### config.mk
export PLATFORM = sky130hd
export DESIGN_NAME = aes_key_schedule_sequencer
export DESIGN_NICKNAME = d
export VERILOG_FILES = /design/src/rtl/aes_ks_pkg.sv /design/src/rtl/aes_key_schedule_sequencer_rcon_gen.sv /design/src/rtl/aes_key_schedule_sequencer.sv
export SDC_FILE = /design/constraint.sdc
export NUM_CORES = 1
export LEC_CHECK = 0
export BUFFER_PORTS_ARGS = -buffer_cell sky130_fd_sc_hd__clkbuf_2
export CAP_MARGIN = 20
export CORE_MARGIN = 2
export CORE_UTILIZATION = 47
export DETAILED_ROUTE_END_ITERATION = 8
export GPL_TIMING_DRIVEN = 0
export PLACE_DENSITY_LB_ADDON = 0.3
export SLEW_MARGIN = 20
export SYNTH_ARGS = -nofsm -noshare
export SYNTH_HDL_FRONTEND = slang
export SYNTH_SLANG_ARGS = --single-unit
### constraint.sdc
create_clock -name clk -period 1.6 [get_ports clk]
set_clock_uncertainty 0.15 [all_clocks]
set_input_delay 0.24 -clock clk [delete_from_list [all_inputs] [get_ports clk]]
set_output_delay 0.24 -clock clk [all_outputs]
set_load 0.02 [all_outputs]
### src/rtl/aes_ks_pkg.sv
// Shared types, constants and the GF(2^8) doubling helper for the key-schedule sequencer.
package aes_ks_pkg;

  typedef enum logic [2:0] {
    IDLE,
    LOAD,
    EXPAND,
    PRESENT,
    DONE
  } state_e;

  localparam int unsigned NUM_ROUNDS_AES128  = 10;
  localparam int unsigned INNER_LAST_DEFAULT = 15;
  localparam logic [7:0]  RCON_INIT          = 8'h01;
  localparam logic [7:0]  RCON_POLY          = 8'h1b;

  // Multiply by x in GF(2^8), reducing by the AES polynomial on overflow.
  function automatic logic [7:0] xtime(input logic [7:0] b);
    logic [7:0] shifted;
    shifted = {b[6:0], 1'b0};
    return b[7] ? (shifted ^ RCON_POLY) : shifted;
  endfunction

endpackage

### src/rtl/aes_key_schedule_sequencer_rcon_gen.sv
// Rcon register: reloads its initial value on init/clear, doubles in GF(2^8) on advance.
module aes_rcon_gen #(
  parameter logic [7:0] INIT = 8'h01
) (
  input  logic       clk,
  input  logic       rst_n,
  input  logic       init,
  input  logic       advance,
  input  logic       clear,
  output logic [7:0] rcon
);
  import aes_ks_pkg::*;

  logic [7:0] rcon_q;
  logic [7:0] rcon_d;

  // Next Rcon: clear and init both restore the round-1 value; advance applies xtime.
  always_comb begin
    rcon_d = rcon_q;
    if (clear || init) begin
      rcon_d = INIT;
    end else if (advance) begin
      rcon_d = xtime(rcon_q);
    end
  end

  // Rcon state register.
  always_ff @(posedge clk or negedge rst_n) begin
    if (!rst_n) begin
      rcon_q <= INIT;
    end else begin
      rcon_q <= rcon_d;
    end
  end

  assign rcon = rcon_q;

endmodule

### src/rtl/aes_key_schedule_sequencer.sv
// Key-schedule sequencer: steps the inner counter, round counter and Rcon,
// and hands each finished round key to the datapath over valid/ready.
module aes_key_schedule_sequencer #(
  parameter int unsigned NUM_ROUNDS = aes_ks_pkg::NUM_ROUNDS_AES128,
  parameter int unsigned INNER_LAST = aes_ks_pkg::INNER_LAST_DEFAULT,
  parameter logic [7:0]  RCON_INIT  = aes_ks_pkg::RCON_INIT
) (
  input  logic       clk,
  input  logic       rst_n,
  input  logic       start,
  input  logic       abort,
  input  logic       rk_ready,
  output logic       load_key,
  output logic       step_en,
  output logic [3:0] inner_state_counter,
  output logic [3:0] round_num,
  output logic [7:0] rcon,
  output logic       rk_valid,
  output logic       busy,
  output logic       done
);
  import aes_ks_pkg::*;

  localparam logic [3:0] LAST_ROUND = 4'(NUM_ROUNDS);
  localparam logic [3:0] LAST_STEP  = 4'(INNER_LAST);

  state_e     state_q, state_d;
  logic [3:0] cnt_q, cnt_d;
  logic [3:0] round_q, round_d;
  logic       rcon_init, rcon_adv, rcon_clr;

  // Next-state logic; the counter defaults to 0 so it is only non-zero inside EXPAND.
  always_comb begin
    state_d   = state_q;
    cnt_d     = '0;
    round_d   = round_q;
    rcon_init = 1'b0;
    rcon_adv  = 1'b0;
    rcon_clr  = 1'b0;
    if (abort) begin
      state_d  = IDLE;
      round_d  = '0;
      rcon_clr = 1'b1;
    end else begin
      case (state_q)
        IDLE: begin
          if (start) begin
            state_d   = LOAD;
            round_d   = '0;
            rcon_init = 1'b1;
          end
        end
        LOAD: state_d = PRESENT;
        EXPAND: begin
          if (cnt_q == LAST_STEP) begin
            state_d = PRESENT;
          end else begin
            cnt_d = cnt_q + 4'd1;
          end
        end
        PRESENT: begin
          if (rk_ready) begin
            if (round_q == LAST_ROUND) begin
              state_d = DONE;
            end else begin
              state_d  = EXPAND;
              round_d  = round_q + 4'd1;
              // Rounds 0 and 1 share the initial Rcon, so accepting round 0 does not advance it.
              rcon_adv = (round_q != '0);
            end
          end
        end
        DONE:    state_d = IDLE;
        default: state_d = IDLE;
      endcase
    end
  end

  // State, inner counter and round registers.
  always_ff @(posedge clk or negedge rst_n) begin
    if (!rst_n) begin
      state_q <= IDLE;
      cnt_q   <= '0;
      round_q <= '0;
    end else begin
      state_q <= state_d;
      cnt_q   <= cnt_d;
      round_q <= round_d;
    end
  end

  aes_rcon_gen #(
    .INIT(RCON_INIT)
  ) u_rcon (
    .clk    (clk),
    .rst_n  (rst_n),
    .init   (rcon_init),
    .advance(rcon_adv),
    .clear  (rcon_clr),
    .rcon   (rcon)
  );

  assign load_key            = (state_q == LOAD);
  assign step_en             = (state_q == EXPAND);
  assign rk_valid            = (state_q == PRESENT);
  assign done                = (state_q == DONE);
  assign busy                = (state_q != IDLE);
  assign inner_state_counter = cnt_q;
  assign round_num           = round_q;

endmodule

==> results.toml, run 1 <==
[clock_network]
cts_buffers = 3
clkSinkCount = 19
htreeDepth = 1
cts-root-buf = "clkbuf_4"
clkSlewWorstSetupHoldPaths_ns = 0.11
cts_tree = "built"
worstSkewPairLatency_ns = 0.30
clockBufferDepth = 2

[status]
status = "finished, violations left"
violations = "setup timing"

[setup_path]
worstPathRequired_ns = 1.21
crit_type = "reg -> out"
critPathLaunchType = "flip-flop"
timing.critical_path.to_type = "primary output"
cp.arrival_ns = 1.41
worstPathMaxFanout = 4

[routing]
vias_per_cell = 5.71
detail_route.first_pass.iterations = 4
routedWlPerCell_um = 16.9
drt-total-wl_um = 3020
num_vias = 1022
drc = 0
drtIter0Drc = 10
drt.antenna.violating_nets = 0

[yosys]
yosysSeqAreaShare_pct = 42.4
synth_seq_cells = 19
synth.area.top_cells = "dfrtp_1 40%, mux2i_1 8.0%, nand3b_1 4.7%"
syn_avg_cell_area_um2 = 10.7
syn_nets = 114
synth_top_area_cell = "dfrtp_1"
synthCells = 105
yosysTopAreaCellShare_pct = 40.0
synthesis.area_um2 = 1120
synth-warning-count = 0
synthDistinctLibCells = 39

[die]
ioPinCount = 26
fp.dieH_um = 52.9
floorplan.rows = 17
dieArea_um2 = 2800
die_w_um = 52.9
initial_core_util_pct = 50.4
core-area_um2 = 2230

[global_routing]
antenna_found_initial = 0
first_global_vias = 957
grt_max_degree = 20
overflow = 0
grt_pass1_wl_um = 4270
grt_usage_pct = 21.0

[timing]
fmaxAchievable_ghz = 0.555
worst_pin_slew_ns = 0.482
fin_crit_sh_pct = 113
finalMaxSlewViolations = 0
setup_slack_ns = -0.203
setup_violations = 20
whs_ns = 0.0996
slew_headroom_pct = 67.8
rsz0062_at_grt = "true"
fin_crit_ns = 1.80
hold_viol = 0

[power_and_ir_drop]
power_w = 0.00115
leakagePower_nw = 0.750
powerDensity_nw_per_um2 = 724
ir_worst_vdd_mv = 0.496

[worst_hold_path]
min_path_type = "in -> reg"

[place]
hpwl_um = 1580
io_buffer_count = 25
gp_congestion = 0.741

[run]
maxCapViolations = 0

[layout]
area_delta_synth_final_pct = 40.6
antenna_cells = 0
drive_gt1_share_pct = 50.3
final_net_count = 161
[through the flow]
stage | util, % | std cells | instance area, um2 | setup slack, ns | setup TNS, ns
6_report | 70.8 | 179 | 1580 | -0.203 | -1.68
5_1_grt | 70.8 | 179 | 1580 | -0.228 | -2.38
4_1_cts | 66.4 | 175 | 1480 | -0.150 | -0.900
3_5_place_dp | 57.6 | 158 | 1290 | -0.0481 | -0.214
3_3_place_gp | 57.6 | 158 | 1290 | -0.00314 | -0.00314
2_1_floorplan | - | 105 | 1130 | 0.00615 | 0
[worst max-delay path: stages, from the launching register on]
cell	delay (ns)
dfrtp_2	0.45
buf_6	0.14
or3_4	0.39
buf_8	0.14
[repair_timing]
item | CTS | global route
setup endpoints to repair | 14 | 19
hold endpoints to repair | 18 | 0
gates resized for setup | 17 | 27
hold buffers | 1 | 0
pin swaps | 2 | 8
setup buffers | 12 | 5
gates cloned | 0 | 0
[synth_stat cells]
library cell and count:
dfrtp_1 18, mux2i_1 9, nand3b_1 7, nor2_1 6
a21oi_1 5, ha_1 4, inv_1 4, xnor2_1 4
and3_1 3, nor3_1 3, o21ai_0 3, or3_1 3
a31oi_1 2, buf_2 2, buf_6 2, clkbuf_1 2
nand2_1 2, nand2b_1 2, nand4_1 2, nor3b_1 2
or3_4 2, a211o_1 1, a31oi_2 1, a41oi_1 1
and3b_1 1, and4b_4 1, buf_4 1, clkbuf_2 1
dfstp_2 1, nand3_1 1, nand4b_1 1, nor4b_4 1
nor4bb_1 1, o211a_1 1, o211ai_1 1, o211ai_2 1
o21a_1 1, o31ai_1 1, or4b_1 1
[metal layers]
layer	global-route usage, %	up-vias	wire length, um
li1	-	476	-
met1	26.5	490	1250
met2	36.5	44	1500
met3	3.67	12	157
met4	5.98	0	112
met5	0	-	0
[flip-flops by register name (all words and copies together) (netlist names)]
name and cells:
state_q 3, u_rcon.rcon 8, round_num 4, inner_state_counter 4
[cells by family after synthesis]
kind of cell / Yosys count / share of synthesized area (%)
simple gates: 39 / 24.7
compound gates: 18 / 11.3
flops: 19 / 42.4
fa+ha+maj: 4 / 4.45
mux: 9 / 8.01
xor+xnor: 4 / 3.11
buf+inv: 12 / 6.01
[power by group]
part	switching [W]	internal (W)
sequential	0.0000165	0.000501
clock	0.000146	0.0000971
combinational	0.000194	0.000190
[layout make-up]
cell class	instances	area, um2
Tap cell	28	35.0
Timing Repair Buffer	43	314
Multi-Input combinational cell	74	649
Inverter	4	15.0
Buffer	7	61.3
Fill cell	161	652
Sequential cell	19	480
Clock buffer	4	26.3
[final timing paths]
check	start	cells past startpoint	slack [ns]	to
min	start	3	0.1	state_q[0]$_DFFE_PN0P_
min reg2reg	inner_state_counter[0]$_DFF_PN0_	1	0.39	inner_state_counter[0]$_DFF_PN0_
min in group asynchronous	rst_n	2	0.27	inner_state_counter[0]$_DFF_PN0_
max in group asynchronous	rst_n	2	0.67	u_rcon.rcon[0]$_DFFE_PN1P_
max	state_q[0]$_DFFE_PN0P_	3	-0.20	busy
max reg2reg	state_q[2]$_DFFE_PN0P_	5	-0.12	u_rcon.rcon[0]$_DFFE_PN1P_
[placed cells by master, fill, tap and decap left out, drive strengths merged, types with 2 or more instances in the layout]
master and instances:
nand3b 7, o211ai 2, nand2 2, dfrtp 18, nor3 3, nor3b 2, buf 27, nand4 2
mux2i 9, inv 4, ha 4, o21ai 3, clkbuf 26, xnor2 4, nor2 6, nand2b 2
and3 3, a31oi 3, a21oi 5, or3 5
(Power assumes the default switching activity.)
==> run 2: changes to the inputs <==
Settings changed: CORE_UTILIZATION 47 to 52.
Clock period 1.6 ns to 1.9 ns, I/O delays scaled along.
==> run 2 against run 1 <==
Net effect:
- the run now ends clean
- setup slack better by 0.29 ns
- final area down 15%
- first-iteration DRC count up 30%
- critical path depth unchanged
- clock-buffer cell count unchanged
- highest routed layer unchanged
==> results.toml, run 2 (same netlist as run 1, synthesis figures left out) <==
[clock_network]
cts-root-buf = "clkbuf_4"
clockBufferDepth = 2
htreeDepth = 1
cts_buffers = 3
worstSkewPairLatency_ns = 0.30
cts_tree = "built"
clkSlewWorstSetupHoldPaths_ns = 0.09
clkSinkCount = 19

[setup_path]
reg2reg_slack_ns = 0.21
r2r_end = "u_rcon.rcon[6]$_DFFE_PN0P_"
cp.arrival_ns = 1.38
worstPathMaxFanout = 10
worstPathRequired_ns = 1.46
timing.critical_path.to_type = "primary output"
r2r_cells = 6
reg2reg_from = "round_num[0]$_DFFE_PN0P_"
critPathLaunchType = "flip-flop"
crit_type = "reg -> out"

[die]
initial_core_util_pct = 56.2
floorplan.rows = 16
ioPinCount = 26
fp.dieH_um = 50.5
core-area_um2 = 2000
die_w_um = 50.5
dieArea_um2 = 2550

[layout]
drive_gt1_share_pct = 32.8
largest_reg_flops = 8
area_delta_synth_final_pct = 18.9
multi_input_area_um2 = 581
register_area_um2 = 479
fin_area_um2 = 1340
fillers = 182
layout_common_cells = "26 x clkbuf_2, 16 x dfrtp_1, 9 x mux2i_1, 7 x nand3b_1, 6 x nor2_1"
final_net_count = 147
antenna_cells = 0
final_util_pct = 66.8
final_common_cell = "clkbuf_2"

[routing]
drtIter0Drc = 13
drc = 0
detail_route.first_pass.iterations = 4
routedWlPerCell_um = 13.1
num_vias = 921
drt-total-wl_um = 2160
vias_per_cell = 5.62
drt.antenna.violating_nets = 0

[power_and_ir_drop]
leakagePower_nw = 0.630
power_w = 0.000830
powerDensity_nw_per_um2 = 620
ir_worst_vdd_mv = 0.376

[timing]
rsz0062_at_grt = "false"
fin_setup_tns_ns = 0
fin_crit_ns = 1.81
hold_viol = 0
setup_slack_ns = 0.0854
worst_pin_slew_ns = 0.461
setup_violations = 0
fin_crit_sh_pct = 95.5
fmaxAchievable_ghz = 0.551
finalMaxSlewViolations = 0
slew_headroom_pct = 69.3

[place]
dpl_worst_slack_ns = 0.209
placed_area_um2 = 1280
io_buffer_count = 25
hpwl_um = 1620
gp_congestion = 0.771

[global_routing]
overflow = 0
first_global_vias = 865
grt_pass1_wl_um = 3730
grt_usage_pct = 19.7
antenna_found_initial = 0
grt_max_degree = 20

[run]
maxCapViolations = 0

[worst_hold_path]
worstHoldEndpoint = "state_q[1]$_DFFE_PN0P_"
min_path_type = "in -> reg"
hold_start = "rk_ready"
whs_path_depth = 2

[status]
status = "finished, final reports clean"
-- run 2: cell types whose count changed in the layout (fill, tap and decap cells not counted), sizes merged --
cell / delta
buf: -20
clkbuf: +6
-- run 2: worst max-delay path: stages (launching register included) --
cell and delay [ns]:
dfrtp_2 0.43, buf_6 0.14, or3_1 0.36, clkbuf_2 0.16
-- run 2: metal layers --
layer | vias to the layer above | share of wire (%) | GRT usage (%) | wire, um
li1 | 449 | - | - | -
met1 | 448 | 45 | 23.1 | 979
met2 | 19 | 49 | 34.2 | 1050
met3 | 5 | 3.7 | 3.87 | 80
met4 | 0 | 2.1 | 9.46 | 46
met5 | - | 0 | 0 | 0
-- run 2: cell type report --
cell class / count / share of cell area [%]
flip-flops and latches: 19 / 35.8
repair buffers: 28 / 11.2
plain buffers: 8 / 3.93
inverters: 4 / 1.12
multi-input cells: 74 / 43.4
clock buffers: 4 / 1.96
well taps: 27 / 2.53
-- run 2: how the worst max path moves through the flow --
stage	slack [ns]	to	from
global route	0.03	busy	state_q[0]$_DFFE_PN0P_
detailed placement	0.21	u_rcon.rcon[0]$_DFFE_PN1P_	round_num[0]$_DFFE_PN0P_
global placement	0.28	u_rcon.rcon[0]$_DFFE_PN1P_	round_num[0]$_DFFE_PN0P_
CTS	0.01	busy	state_q[0]$_DFFE_PN0P_
floorplan	0.26	u_rcon.rcon[0]$_DFFE_PN1P_	round_num[0]$_DFFE_PN0P_
finish	0.09	busy	state_q[1]$_DFFE_PN0P_
-- run 2: per-stage QoR --
stage	instances	hold slack, ns
2_1_floorplan	105	-0.161
3_3_place_gp	157	0.105
3_5_place_dp	157	0.106
4_1_cts	162	0.162
5_1_grt	164	0.157
6_report	164	0.178
-- run 2: what timing repair did --
item / in CTS / in global routing
setup endpoints to repair: 0 / 3
endpoints found under the hold margin: 18 / 0
setup buffers: 0 / 2
resized for setup: 0 / 2
hold buffers: 1 / 0
-- run 2: where the power goes --
part           total (W)  internal, W  switching, W
logic           0.000190    0.0000766      0.000114
registers       0.000439     0.000420     0.0000187
clock network   0.000200    0.0000819      0.000118
